$ cat src/rtl/up_sequencer_if.sv
// Control bundle between the micro-sequencer and the datapath it steers.
// The master side is the sequencer; the slave side is the datapath/RAM.
interface up_sequencer_if;
  logic       run;
  logic [3:0] instr;
  logic       c_flag;
  logic       z_flag;
  logic       ram_ready;

  logic       phase;
  logic       fetch_en;
  logic       inc_pc;
  logic       load_pc;
  logic       load_a;
  logic       load_flags;
  logic       load_out;
  logic [2:0] alu_sel;
  logic       cs_ram;
  logic       we_ram;
  logic       oe_alu;
  logic       oe_in;
  logic       oe_oprnd;
  logic       bus_err;

  modport master (
    input  run, instr, c_flag, z_flag, ram_ready,
    output phase, fetch_en, inc_pc, load_pc, load_a, load_flags, load_out,
           alu_sel, cs_ram, we_ram, oe_alu, oe_in, oe_oprnd, bus_err
  );

  modport slave (
    output run, instr, c_flag, z_flag, ram_ready,
    input  phase, fetch_en, inc_pc, load_pc, load_a, load_flags, load_out,
           alu_sel, cs_ram, we_ram, oe_alu, oe_in, oe_oprnd, bus_err
  );
endinterface

$ cat src/rtl/up_sequencer.sv
// Two-phase fetch/execute micro-sequencer with a bounded RAM wait state.
// Strobes are decoded combinationally; only state, wait count and bus_err are stored.
module up_sequencer (
  input  logic           clock,
  input  logic           reset,
  up_sequencer_if.master bus
);

  localparam logic [1:0] FETCH = 2'd0;
  localparam logic [1:0] EXEC  = 2'd1;
  localparam logic [1:0] MWAIT = 2'd2;

  // Last MWAIT count before giving up: EXEC plus 15 MWAIT cycles is 16 in total.
  localparam logic [3:0] WCNT_LAST = 4'd14;

  logic [1:0] state, state_nxt;
  logic [3:0] wcnt, wcnt_nxt;
  logic       bus_err_q, bus_err_nxt;
  logic       is_mem;
  logic       done;
  logic       dec_load_a, dec_load_flags, dec_we_ram;

  always_comb begin
    unique case (bus.instr)
      4'b0011, 4'b0110, 4'b0111, 4'b1011, 4'b1111: is_mem = 1'b1;
      default:                                     is_mem = 1'b0;
    endcase
  end

  // A memory access completes only on ram_ready; everything else finishes in EXEC.
  assign done = !is_mem || bus.ram_ready;

  // NOTE: every output and next-state signal gets a default first, so no path
  // through the case statements leaves one unassigned and infers a latch.
  always_comb begin
    state_nxt      = state;
    wcnt_nxt       = wcnt;
    bus_err_nxt    = bus_err_q;
    bus.phase      = 1'b0;
    bus.fetch_en   = 1'b0;
    bus.inc_pc     = 1'b0;
    bus.load_pc    = 1'b0;
    bus.load_out   = 1'b0;
    bus.alu_sel    = 3'b000;
    bus.cs_ram     = 1'b0;
    bus.oe_alu     = 1'b0;
    bus.oe_in      = 1'b0;
    bus.oe_oprnd   = 1'b0;
    dec_load_a     = 1'b0;
    dec_load_flags = 1'b0;
    dec_we_ram     = 1'b0;

    if (!reset) begin
      unique case (state)
        FETCH: begin
          if (bus.run) begin
            bus.fetch_en = 1'b1;
            bus.inc_pc   = 1'b1;
            state_nxt    = EXEC;
          end
        end

        EXEC, MWAIT: begin
          bus.phase  = 1'b1;
          bus.cs_ram = is_mem;
          unique case (bus.instr)
            4'b0000: bus.load_pc = bus.c_flag;                       // JC
            4'b0001: bus.load_pc = !bus.c_flag;                      // JNC
            4'b1000: bus.load_pc = bus.z_flag;                       // JZ
            4'b1001: bus.load_pc = !bus.z_flag;                      // JNZ
            4'b1100: bus.load_pc = 1'b1;                             // JMP
            4'b0010: begin bus.oe_oprnd = 1'b1; bus.alu_sel = 3'b001; dec_load_flags = 1'b1; end
            4'b0100: begin bus.oe_oprnd = 1'b1; bus.alu_sel = 3'b010; dec_load_a = 1'b1; end
            4'b0101: begin bus.oe_in    = 1'b1; bus.alu_sel = 3'b010; dec_load_a = 1'b1; end
            4'b1010: begin bus.oe_oprnd = 1'b1; bus.alu_sel = 3'b011; dec_load_a = 1'b1; dec_load_flags = 1'b1; end
            4'b1110: begin bus.oe_oprnd = 1'b1; bus.alu_sel = 3'b100; dec_load_a = 1'b1; dec_load_flags = 1'b1; end
            4'b1101: begin bus.oe_alu   = 1'b1; bus.alu_sel = 3'b000; bus.load_out = 1'b1; end
            4'b0011: begin bus.alu_sel = 3'b001; dec_load_flags = 1'b1; end
            4'b0110: begin bus.alu_sel = 3'b010; dec_load_a = 1'b1; end
            4'b0111: begin bus.oe_alu  = 1'b1; bus.alu_sel = 3'b000; dec_we_ram = 1'b1; end
            4'b1011: begin bus.alu_sel = 3'b011; dec_load_a = 1'b1; dec_load_flags = 1'b1; end
            4'b1111: begin bus.alu_sel = 3'b100; dec_load_a = 1'b1; dec_load_flags = 1'b1; end
            default: ;
          endcase

          if (done) begin
            state_nxt = FETCH;
          end else if (state == EXEC) begin
            state_nxt = MWAIT;
            wcnt_nxt  = 4'd0;
          end else if (wcnt == WCNT_LAST) begin
            state_nxt   = FETCH;
            bus_err_nxt = 1'b1;
          end else begin
            wcnt_nxt = wcnt + 4'd1;
          end
        end

        default: state_nxt = FETCH;
      endcase
    end
  end

  // Data-side strobes of a memory opcode wait for the RAM handshake.
  assign bus.load_a     = dec_load_a     && done && !reset;
  assign bus.load_flags = dec_load_flags && done && !reset;
  assign bus.we_ram     = dec_we_ram     && done && !reset;
  assign bus.bus_err    = bus_err_q;

  // NOTE: registered state uses non-blocking assignments so every flop samples
  // its next value from the same pre-edge snapshot.
  always_ff @(posedge clock) begin
    if (reset) begin
      state     <= FETCH;
      wcnt      <= 4'd0;
      bus_err_q <= 1'b0;
    end else begin
      state     <= state_nxt;
      wcnt      <= wcnt_nxt;
      bus_err_q <= bus_err_nxt;
    end
  end

endmodule
$ cat src/flat_wrapper.sv
// flat-port wrapper written by rule: the top's interface ports become plain ports
module up_sequencer_flat 
  (clock, reset, bus_run, bus_instr, bus_c_flag, bus_z_flag, bus_ram_ready, bus_phase, bus_fetch_en, bus_inc_pc, bus_load_pc, bus_load_a, bus_load_flags, bus_load_out, bus_alu_sel, bus_cs_ram, bus_we_ram, bus_oe_alu, bus_oe_in, bus_oe_oprnd, bus_bus_err);
  up_sequencer_if bus_i ();
  input  logic clock;
  input  logic reset;
  input wire logic [$bits(bus_i.run)-1:0] bus_run;
  input wire logic [$bits(bus_i.instr)-1:0] bus_instr;
  input wire logic [$bits(bus_i.c_flag)-1:0] bus_c_flag;
  input wire logic [$bits(bus_i.z_flag)-1:0] bus_z_flag;
  input wire logic [$bits(bus_i.ram_ready)-1:0] bus_ram_ready;
  output wire logic [$bits(bus_i.phase)-1:0] bus_phase;
  output wire logic [$bits(bus_i.fetch_en)-1:0] bus_fetch_en;
  output wire logic [$bits(bus_i.inc_pc)-1:0] bus_inc_pc;
  output wire logic [$bits(bus_i.load_pc)-1:0] bus_load_pc;
  output wire logic [$bits(bus_i.load_a)-1:0] bus_load_a;
  output wire logic [$bits(bus_i.load_flags)-1:0] bus_load_flags;
  output wire logic [$bits(bus_i.load_out)-1:0] bus_load_out;
  output wire logic [$bits(bus_i.alu_sel)-1:0] bus_alu_sel;
  output wire logic [$bits(bus_i.cs_ram)-1:0] bus_cs_ram;
  output wire logic [$bits(bus_i.we_ram)-1:0] bus_we_ram;
  output wire logic [$bits(bus_i.oe_alu)-1:0] bus_oe_alu;
  output wire logic [$bits(bus_i.oe_in)-1:0] bus_oe_in;
  output wire logic [$bits(bus_i.oe_oprnd)-1:0] bus_oe_oprnd;
  output wire logic [$bits(bus_i.bus_err)-1:0] bus_bus_err;
  assign bus_i.run = bus_run;
  assign bus_i.instr = bus_instr;
  assign bus_i.c_flag = bus_c_flag;
  assign bus_i.z_flag = bus_z_flag;
  assign bus_i.ram_ready = bus_ram_ready;
  assign bus_phase = bus_i.phase;
  assign bus_fetch_en = bus_i.fetch_en;
  assign bus_inc_pc = bus_i.inc_pc;
  assign bus_load_pc = bus_i.load_pc;
  assign bus_load_a = bus_i.load_a;
  assign bus_load_flags = bus_i.load_flags;
  assign bus_load_out = bus_i.load_out;
  assign bus_alu_sel = bus_i.alu_sel;
  assign bus_cs_ram = bus_i.cs_ram;
  assign bus_we_ram = bus_i.we_ram;
  assign bus_oe_alu = bus_i.oe_alu;
  assign bus_oe_in = bus_i.oe_in;
  assign bus_oe_oprnd = bus_i.oe_oprnd;
  assign bus_bus_err = bus_i.bus_err;
  up_sequencer u_core (.clock(clock), .reset(reset), .bus(bus_i));
endmodule
$ cat config.mk
export PLATFORM = sky130hd
export DESIGN_NAME = up_sequencer_flat
export DESIGN_NICKNAME = d
export VERILOG_FILES = /design/src/rtl/up_sequencer_if.sv /design/src/rtl/up_sequencer.sv /design/src/flat_wrapper.sv
export SDC_FILE = /design/constraint.sdc
export NUM_CORES = 1
export LEC_CHECK = 0
export CORE_UTILIZATION = 50
export CTS_CLUSTER_DIAMETER = 60
export DETAILED_ROUTE_END_ITERATION = 8
export DONT_BUFFER_PORTS = 1
export SYNTH_ARGS = -nofsm -noshare
export SYNTH_HDL_FRONTEND = slang
export SYNTH_SLANG_ARGS = --single-unit
$ cat constraint.sdc
create_clock -name clock -period 3.6 [get_ports clock]
set_input_delay 0.18 -clock clock [delete_from_list [all_inputs] [get_ports clock]]
set_output_delay 0.18 -clock clock [all_outputs]
set_load 0.005 [all_outputs]
# [Word-level counts from Yosys, hierarchy flattened]
# Index checks and enable logic that the tools add are counted.
[word_totals] register_bits=7 in_bits=10 output_inout_bits=16 elab_cells=95
[classes] addsub=1 eq_ne=21 muxes=42 bitwise=2 n_reduce_logical=26
[op_table] op="$eq 4x4->1 const B" n=9
[op_table] op="$mux 1" n=31
[op_table] op="$eq 4x3->1 const B" n=4
[op_table] op="$pmux 3 s4" n=1
[op_table] op="$reduce_or 2->1" n=5
[op_table] op="$eq 4x2->1 const B" n=2
[op_table] op="$mux 2" n=4
[op_table] op="$mux 4" n=2
[op_table] op="$reduce_or 7->1" n=1
[op_table] op="$logic_and 1x1->1" n=6
[op_table] op="$mux 3" n=2
[op_table] op="$reduce_or 6->1" n=1
[op_table] op="$pmux 1 s5" n=1
[op_table] op="$reduce_or 5->1" n=1
[op_table] op="$add 4x1->4 const B" n=1
[op_table] op="$eq 4x1->1 const B" n=1
[op_table] op="$logic_not 1->1" n=4
[op_table] op="$logic_not 4->1" n=1
[op_table] op="$ne 4x1->1 const B" n=1
[op_table] op="$pmux 2 s2" n=1
[op_table] op="$reduce_and 4->1" n=1
[op_table] op="$reduce_or 4->1" n=1
[op_table] op="$reduce_and 3->1" n=1
[op_table] op="$reduce_or 3->1" n=1
[op_table] op="8 further kinds" n=9

# [Longest topological paths before layout]
# Gate-level depths: netlist (run 1).
[depth] ltp_word=7 mapped_depth=7 depth_no_buf=6

# [Worst setup path before layout (run 1)]
# OpenSTA, ideal clock, no wires.
[synth_path] kind="register -> output" startpoint="register u_core.state[0]" endpoint="output port bus_we_ram" t_arrival_ns=1.458 required_time_ns=3.420 slack_ns=1.962 path_stages_with_launch=8 n_path_buf=1 cell_sequence="dfxtp_1 -> inv_1 -> ha_1 -> nand2b_1 -> clkbuf_1 -> inv_1 -> nand2_1 -> nor4_1"
[synth_via] elab_chain_len=6 elab_cells_between_ends=7 classes_between="eq/ne: 2; mux: 2; reduce/logical: 3"
[synth_rtl] item="start, declared" line="up_sequencer.sv:16" text="logic [1:0] state, state_nxt;"
[synth_rtl] item="start signal, assigned" line="up_sequencer.sv:118" text="state <= state_nxt;"
[synth_rtl] item="$eq 2x2->1 or $eq 2x1->1 (tied branches)" line="up_sequencer.sv:54" text="unique case (state)"
[synth_rtl] item="$reduce_or 2->1 *" line="up_sequencer.sv:54"
[synth_rtl] item="$mux 1 *" line="up_sequencer.sv:54"
[synth_rtl] item="$mux 1 *" line="up_sequencer.sv:53" text="if (!reset) begin"
[synth_rtl] item="$logic_and 1x1->1 * (2 in a row)" line="up_sequencer.sv:107" text="assign bus.we_ram = dec_we_ram && done && !reset;"
[synth_rtl] item="end, declared" line="flat_wrapper.sv:21" text="output wire logic [$bits(bus_i.we_ram)-1:0] bus_we_ram;"
# Every way passes the cells marked *; elsewhere a longest branch is shown, timed or not.

# [Worst setup path after layout (run 1)]
# Same ends and word-level chain as after synthesis.

==> flow_summary.toml, run 1 <==
[timing]
setup_violations = 0
fin_skew_ps = 3.81
worst_slew_pin_slew_ps = 366
slew_violations = 0
fin_crit_sh = 0.556
min_period_ps = 2000
hold_viol = 0
fmax_mhz = 499
fin_setup_tns_ps = 0
slew_headroom = 0.754
rsz0062_at_grt = "false"

[power]
power_uw = 191
power.leakage_nw = 0.258
max-vdd-ir-drop_mv = 0.184
power_density_mw_per_mm2 = 269

[final_layout]
fin_nets = 108
n_antenna_cell = 0
synthToLayoutAreaGrowth_pct = 2.53
layout_common_cells = "inv_1, a21oi_1, nor2_1, dfxtp_1, ha_1"
postLayoutCoreUtil = 0.545
layout-drive-gt1-share = 0.0659

[logic_synthesis]
synth-seq-cells = 7
ys_types = 36
synth_area_per_cell_um2 = 7.44
synth_area_um2 = 692
synthArstFlopShare = 0
synthCells = 93
synth_nets = 109
yosysSeqAreaShare = 0.203
yosysWarnings = 0
synth_edf_count = 0
yosys_most_used_dff = "dfxtp_1"

[drt]
via_count = 648
dr.pass1.iters = 4
drc = 0
antenna_left = 0
wirelength_mm = 1.49
avgRoutedWirePerCell_um = 14.1
drt_iter0_markers = 9
via_per_inst = 6.11

[grt]
grt_usage = 0.206
grt_pass1_wl_mm = 2.13
grt_max_degree = 14
overflow = 0
antenna_found_initial = 0
grt_pass1_vias = 516

[placement]
io_buffers = 0
place.gp.congestion = 0.686
dp_hpwl_mm = 1.11

[critical_path]
critPathSlowestCell = "dfxtp_1"
max_stage_delay_ps = 360
path_class = "reg -> out"
worst_setup_path_start_kind = "register"
endpoint_kind = "primary output"
cp_cell_sequence = "inv_1 -> ha_1 -> nand2b_1 -> inv_1 -> nand2_1 -> nor4_1"
worst_ep_arrival_time_ps = 1820
required_ps = 3420
worstPathMaxFanout = 8
cpMostUsedCell = "inv_1"

[floorplan]
start_util = 0.532
dieArea_mm2 = 0.00154
core_mm2 = 0.00130
num_rows = 13
ioPinCount = 26
die_h_um = 39.2
die_w_um = 39.2

[clock_tree]
cts_sinks = 7
numCtsBuffers = 3
clk_latency_ps = 250
clk_pin_slew_ps = 50
cts_tree = "built"
cts-htree-levels = 1
cts-root-buf = "clkbuf_4"
cts_setup_buffers = 0
cts_buffer_depth = 2

[hold_path]
hold_class = "in -> reg"

[status]
status = "finished clean"

[flow_run]
drv_cap = 0
cell families after synthesis:
logic type      after synthesis  synth area share
compound gates               25             0.259
xor+xnor                      2            0.0253
fa+ha+maj                     6             0.108
buf+inv                      16             0.103
flops                         7             0.203
simple gates                 37             0.302
path summary, 6_finish.rpt:
kind	cells past startpoint	endpoint	slack [ps]	start
setup / recovery	6	bus_we_ram	1600	u_core.state[0]
hold / removal	1	u_core.wcnt[0]	40	reset
setup reg to reg	6	u_core.wcnt[3]	1900	u_core.wcnt[0]
hold reg to reg	2	u_core.bus.bus_err	480	u_core.bus.bus_err
sequential cells by signal, summed over array words and instances (netlist names):
name                count
u_core.bus.bus_err      1
u_core.state            2
u_core.wcnt             4
metrics by stage:
| step | std cells | instance area (um^2) | setup WS (ps) | hold slack, ps |
|---|---|---|---|---|
| after global placement | 101 | 673 | 1900 | 252 |
| after detailed placement | 101 | 673 | 1840 | 253 |
| after floorplan | 93 | 692 | 1960 | 442 |
| final | 106 | 709 | 1600 | 35.0 |
| after global routing | 106 | 709 | 1440 | 24.6 |
| after CTS | 106 | 709 | 1570 | 32.3 |
per-layer routing:
layer,up-vias,track usage,part of all wire
met3,0,0.110,0.079
met5,-,0,0
met4,0,0,0
li1,328,-,-
met1,298,0.271,0.49
met2,22,0.313,0.43
synth_stat cells (all sizes together), types with 2 or more instances:
| library cell | count | area share |
|---|---|---|
| a21oi | 9 | 0.065 |
| a31oi | 2 | 0.018 |
| buf | 3 | 0.033 |
| clkbuf | 4 | 0.022 |
| dfxtp | 7 | 0.20 |
| ha | 6 | 0.11 |
| inv | 9 | 0.049 |
| nand2 | 5 | 0.027 |
| nand2b | 4 | 0.036 |
| nand3 | 3 | 0.022 |
| nor2 | 8 | 0.043 |
| nor3 | 4 | 0.029 |
| nor4 | 2 | 0.018 |
| o211ai | 2 | 0.022 |
| o21ai | 4 | 0.029 |
| or3 | 3 | 0.027 |
| xnor2 | 2 | 0.025 |
layout make-up:
class,instances,area (um^2)
fill,147,592
multi-input combinational,70,480
sequential,7,140
inverter,9,33.8
clock buffer,4,26.3
tap,15,18.8
timing repair buffer,1,10.0
power breakdown:
group          switching (mW)  total [mW]  internal, mW
Sequential            0.00185      0.0814        0.0795
Clock                  0.0278      0.0701        0.0422
Combinational          0.0224      0.0397        0.0173
Total                  0.0521       0.191         0.139
worst max-delay path: cells and delay by family (launching register included):
family,cells,cell delay (ps)
adder cells (fa/ha/maj),1,350
buffers and inverters,2,210
flip-flops,1,360
AND/OR/NAND/NOR,3,640
what timing repair did:
item | 4_1_cts | 5_1_grt
gates resized for setup | 0 | 0
hold buffers | 1 | 0
hold endpoints to repair | 5 | 0
Note: power is estimated with default switching activity, not from simulation.
==> run 2: changes to the inputs <==
--- a/config.mk
+++ b/config.mk
@@ -9,6 +9,7 @@
 export CTS_CLUSTER_DIAMETER = 60
 export DETAILED_ROUTE_END_ITERATION = 8
 export DONT_BUFFER_PORTS = 1
+export PLACE_DENSITY = 0.68
 export SYNTH_ARGS = -nofsm -noshare
 export SYNTH_HDL_FRONTEND = slang
 export SYNTH_SLANG_ARGS = --single-unit
==> constraint.sdc (replaced) <==
create_clock -name clock -period 1.68 [get_ports clock]
set_input_delay 0.084 -clock clock [delete_from_list [all_inputs] [get_ports clock]]
set_output_delay 0.084 -clock clock [all_outputs]
set_load 0.005 [all_outputs]
==> run 2 against run 1 <==
  * Flip-flop and latch count is the same
  * Count of clock-buffer cells in the layout is the same
  * Sequential power grew 110%
  * First-iteration DRC count grew 78%
  * Critical path depth is the same
  * Combinational power grew to 2.9 times the previous value
  * Critical endpoint unchanged
  * Largest power group unchanged
==> flow_summary.toml, run 2 (synthesized netlist as in run 1, its figures left out) <==
[status]
status = "finished clean"

[drt]
via_count = 665
dr.pass1.iters = 4
antenna_left = 0
wirelength_mm = 1.60
drt_iter0_markers = 16
drc = 0
avgRoutedWirePerCell_um = 14.3
via_per_inst = 5.94

[placement]
io_buffers = 0
post-place-cells = 107
pre_cts_ws_ps = 70.5
place.gp.congestion = 0.741
dp_hpwl_mm = 1.13

[clock_tree]
cts_sinks = 7
numCtsBuffers = 3
clk_latency_ps = 250
cts_tree = "built"
cts_buffer_depth = 2
cts-htree-levels = 1
cts-root-buf = "clkbuf_4"
clk_pin_slew_ps = 50

[critical_path]
required_ps = 1600
r2r_slack_ps = 100
critPathLaunch = "u_core.state[1]"
worstPathMaxFanout = 5
regToRegEndpoint = "u_core.wcnt[0]"
worst_setup_path_start_kind = "register"
r2r-start = "u_core.state[1]"
ff2ff_path_depth = 6
endpoint_kind = "primary output"
path_class = "reg -> out"
worst_ep_arrival_time_ps = 1500

[final_layout]
regArea_um2 = 140
synthToLayoutAreaGrowth_pct = 16.6
top_register = "u_core.wcnt"
mostFrequentLayoutCell = "a21oi_1"
layout_common_cells = "a21oi_1, inv_1, nor2_1, dfxtp_1, buf_4"
largest_reg_flops = 4
n_antenna_cell = 0
layout-drive-gt1-share = 0.196
nFillCells = 122
multi_input_area_um2 = 533
final_cells = 112
postLayoutCoreUtil = 0.620
fin_nets = 114

[hold_path]
hold_end = "u_core.wcnt[0]"
holdPathStages = 2
hold_class = "in -> reg"
hold_path_startpoint = "reset"

[timing]
slew_headroom = 0.799
rsz0062_at_grt = "true"
worst_slew_pin_slew_ps = 301
fmax_mhz = 631
fin_crit_sh = 0.943
fin_setup_tns_ps = 0
slew_violations = 0
setup_violations = 0
fin_skew_ps = 1.16
hold_viol = 0
worst_slack_ps = 95.1
min_period_ps = 1580

[power]
max-vdd-ir-drop_mv = 0.354
power_density_mw_per_mm2 = 551
power.leakage_nw = 0.301

[grt]
antenna_found_initial = 0
grt_max_degree = 14
grt_pass1_wl_mm = 2.27
grt_usage = 0.221
grt_pass1_vias = 545
overflow = 0

[floorplan]
die_w_um = 39.2
dieArea_mm2 = 0.00154
num_rows = 13
core_mm2 = 0.00130
start_util = 0.532
ioPinCount = 26
die_h_um = 39.2

[flow_run]
drv_cap = 0
## run 2: cell types whose count changed in the layout (fill, tap and decap cells not counted), sizes merged
cell and delta:
buf +6
## run 2: cell type report
class | instances | area share
multi-input cells | 70 | 0.660
flip-flops and latches | 7 | 0.174
repair buffers | 7 | 0.0682
inverters | 9 | 0.0419
clock buffers | 4 | 0.0326
well taps | 15 | 0.0233
## run 2: what timing repair did
| action | CTS | global route |
|---|---|---|
| endpoints found under the setup margin | 1 | 10 |
| hold endpoints to repair | 7 | 0 |
| hold buffers | 1 | 0 |
| gates resized for setup | 1 | 9 |
| pin swaps | 0 | 1 |
| setup buffers | 0 | 0 |
## run 2: worst max-delay path, stage by stage, from the launching register on
cell and delay, ps:
dfxtp_1 340, inv_1 90, ha_4 300, nand2b_1 80, inv_2 90, nand2_4 70
nor4_4 270
## run 2: worst max-delay path by stage
stage | depth (start not counted) | slack [ps] | endpoint
after floorplan | 5 | 120 | u_core.state[1]
after global placement | 5 | 90 | u_core.state[1]
after detailed placement | 6 | 70 | u_core.wcnt[0]
after CTS | 6 | 7 | bus_load_flags
after global routing | 5 | -9 | bus_load_pc
final | 6 | 100 | bus_we_ram
## run 2: per-stage QoR
stage	hold slack, ps	power (mW)	area, um^2
6_report	9.45	0.445	807
5_1_grt	23.1	0.471	807
4_1_cts	14.7	0.433	761
3_5_place_dp	156	0.273	718
3_3_place_gp	154	0.272	718
2_1_floorplan	316	0.264	692
## run 2: where the power goes
group	total, mW	leakage, nW	internal, mW	switching (mW)
Sequential	0.172	0.0567	0.170	0.00200
Combinational	0.117	0.229	0.0555	0.0619
Clock	0.155	0.0150	0.0908	0.0643
## run 2: metal layers
| metal | vias to the layer above | share of wire | track usage |
|---|---|---|---|
| met4 | 0 | 0.018 | 0.103 |
| met1 | 297 | 0.43 | 0.243 |
| li1 | 340 | - | - |
| met2 | 24 | 0.49 | 0.396 |
| met3 | 4 | 0.063 | 0.0462 |
| met5 | - | 0 | 0 |
==> run 3: changes to the inputs <==
--- a/config.mk
+++ b/config.mk
@@ -5,11 +5,11 @@
 export SDC_FILE = /design/constraint.sdc
 export NUM_CORES = 1
 export LEC_CHECK = 0
-export CORE_UTILIZATION = 50
+export BUFFER_PORTS_ARGS = -buffer_cell sky130_fd_sc_hd__buf_4
+export CORE_UTILIZATION = 43
 export CTS_CLUSTER_DIAMETER = 60
 export DETAILED_ROUTE_END_ITERATION = 8
-export DONT_BUFFER_PORTS = 1
-export PLACE_DENSITY = 0.68
+export PLACE_DENSITY = 0.74
 export SYNTH_ARGS = -nofsm -noshare
 export SYNTH_HDL_FRONTEND = slang
 export SYNTH_SLANG_ARGS = --single-unit
==> run 3 against run 2 <==
  * Clock skew rose by 3.9 ps
  * Non-clock buffer count rose by 24
  * Utilization rose by 4.0 points
  * Cell area rose by 23%
  * Maximum frequency fell by 2.2%
  * Die area rose by 15%
  * Critical path type unchanged
==> flow_summary.toml, run 3 (synthesized netlist as in run 1, its figures left out) <==
[status]
status = "finished clean"

[floorplan]
die_w_um = 42.1
num_rows = 14
dieArea_mm2 = 0.00177
core_mm2 = 0.00151
start_util = 0.459
die_h_um = 42.1
ioPinCount = 26

[final_layout]
mostFrequentLayoutCell = "buf_4"
top_register = "u_core.wcnt"
final_cells = 137
nFillCells = 141
fin_nets = 138
largest_reg_flops = 4
n_antenna_cell = 0
synthToLayoutAreaGrowth_pct = 43.8
layout-drive-gt1-share = 0.405
postLayoutCoreUtil = 0.660
final_area_um2 = 995
layout_common_cells = "buf_4, a21oi_1, nor2_1, inv_1"

[timing]
hold_viol = 0
worst_slew_pin_slew_ps = 270
fin_skew_ps = 5.05
fin_setup_tns_ps = 0
min_period_ps = 1620
holdWs_ps = 77.7
setup_violations = 0
slew_violations = 0
fin_crit_sh = 0.965
slew_headroom = 0.820
worst_slack_ps = 59.2
fmax_mhz = 617

[clock_tree]
clk_latency_ps = 250
clk_pin_slew_ps = 50
cts_buffer_depth = 2
cts-root-buf = "clkbuf_4"
postCtsHoldBufs = 0
cts_sinks = 7
cts-htree-levels = 1
cts_tree = "built"
numCtsBuffers = 3

[drt]
dr.pass1.iters = 4
avgRoutedWirePerCell_um = 13.7
via_per_inst = 5.61
antenna_left = 0
via_count = 768
drc = 0
drt_iter0_markers = 13
wirelength_mm = 1.88

[grt]
antenna_found_initial = 0
grt_max_degree = 14
grt_pass1_wl_mm = 3.22
overflow = 0
grt_pass1_vias = 772
grt_usage = 0.234

[hold_path]
hold_class = "in -> reg"

[power]
power_density_mw_per_mm2 = 499
power.leakage_nw = 0.432
power_uw = 496
max-vdd-ir-drop_mv = 0.534

[placement]
pre_cts_ws_ps = -11.7
io_buffers = 25
place_area_um2 = 892
place.gp.congestion = 0.826
dp_hpwl_mm = 1.28
post-place-cells = 131

[critical_path]
path_class = "reg -> out"
required_ps = 1600
r2r_slack_ps = 80
endpoint_kind = "primary output"
worst_ep_arrival_time_ps = 1540
worstPathMaxFanout = 7
worst_setup_path_start_kind = "register"

[flow_run]
drv_cap = 0
==> run 3: layout make-up <==
| type | count | area [um^2] | share of cell area |
|---|---|---|---|
| Clock buffer | 4 | 26.3 | 0.0264 |
| Inverter | 9 | 33.8 | 0.0340 |
| Multi-Input combinational cell | 70 | 536 | 0.538 |
| Sequential cell | 7 | 143 | 0.143 |
| Tap cell | 16 | 20.0 | 0.0201 |
| Timing Repair Buffer | 31 | 236 | 0.238 |
==> run 3: path summary, 6_finish.rpt <==
check                          start            endpoint  depth (start not counted)
setup reg to reg     u_core.state[1]     u_core.state[1]                          5
hold / removal                 reset     u_core.state[0]                          2
hold reg to reg   u_core.bus.bus_err  u_core.bus.bus_err                          2
setup / recovery     u_core.state[1]           bus_oe_in                          6
==> run 3: power breakdown <==
part | internal (mW) | total [mW] | switching (mW)
clock network | 0.0906 | 0.152 | 0.0611
registers | 0.171 | 0.173 | 0.00184
logic | 0.0828 | 0.172 | 0.0890
==> run 3: critical path: stages (launching register included) <==
cell,delay [ps]
dfxtp_2,340
inv_2,60
ha_4,300
nand2b_4,60
buf_6,130
nor4_2,230
buf_4,160
==> run 3: what timing repair did <==
item	CTS	global route
resized for setup	6	9
pin swaps	1	1
setup buffers	1	1
endpoints found under the setup margin	11	6
endpoints found under the hold margin	0	0
==> run 3: metal layers <==
| metal | global-route usage | vias to the layer above | part of all wire |
|---|---|---|---|
| met3 | 0.0733 | 0 | 0.041 |
| met5 | 0 | - | 0 |
| met4 | 0.0500 | 0 | 0 |
| li1 | - | 388 | - |
| met1 | 0.248 | 359 | 0.42 |
| met2 | 0.447 | 21 | 0.54 |
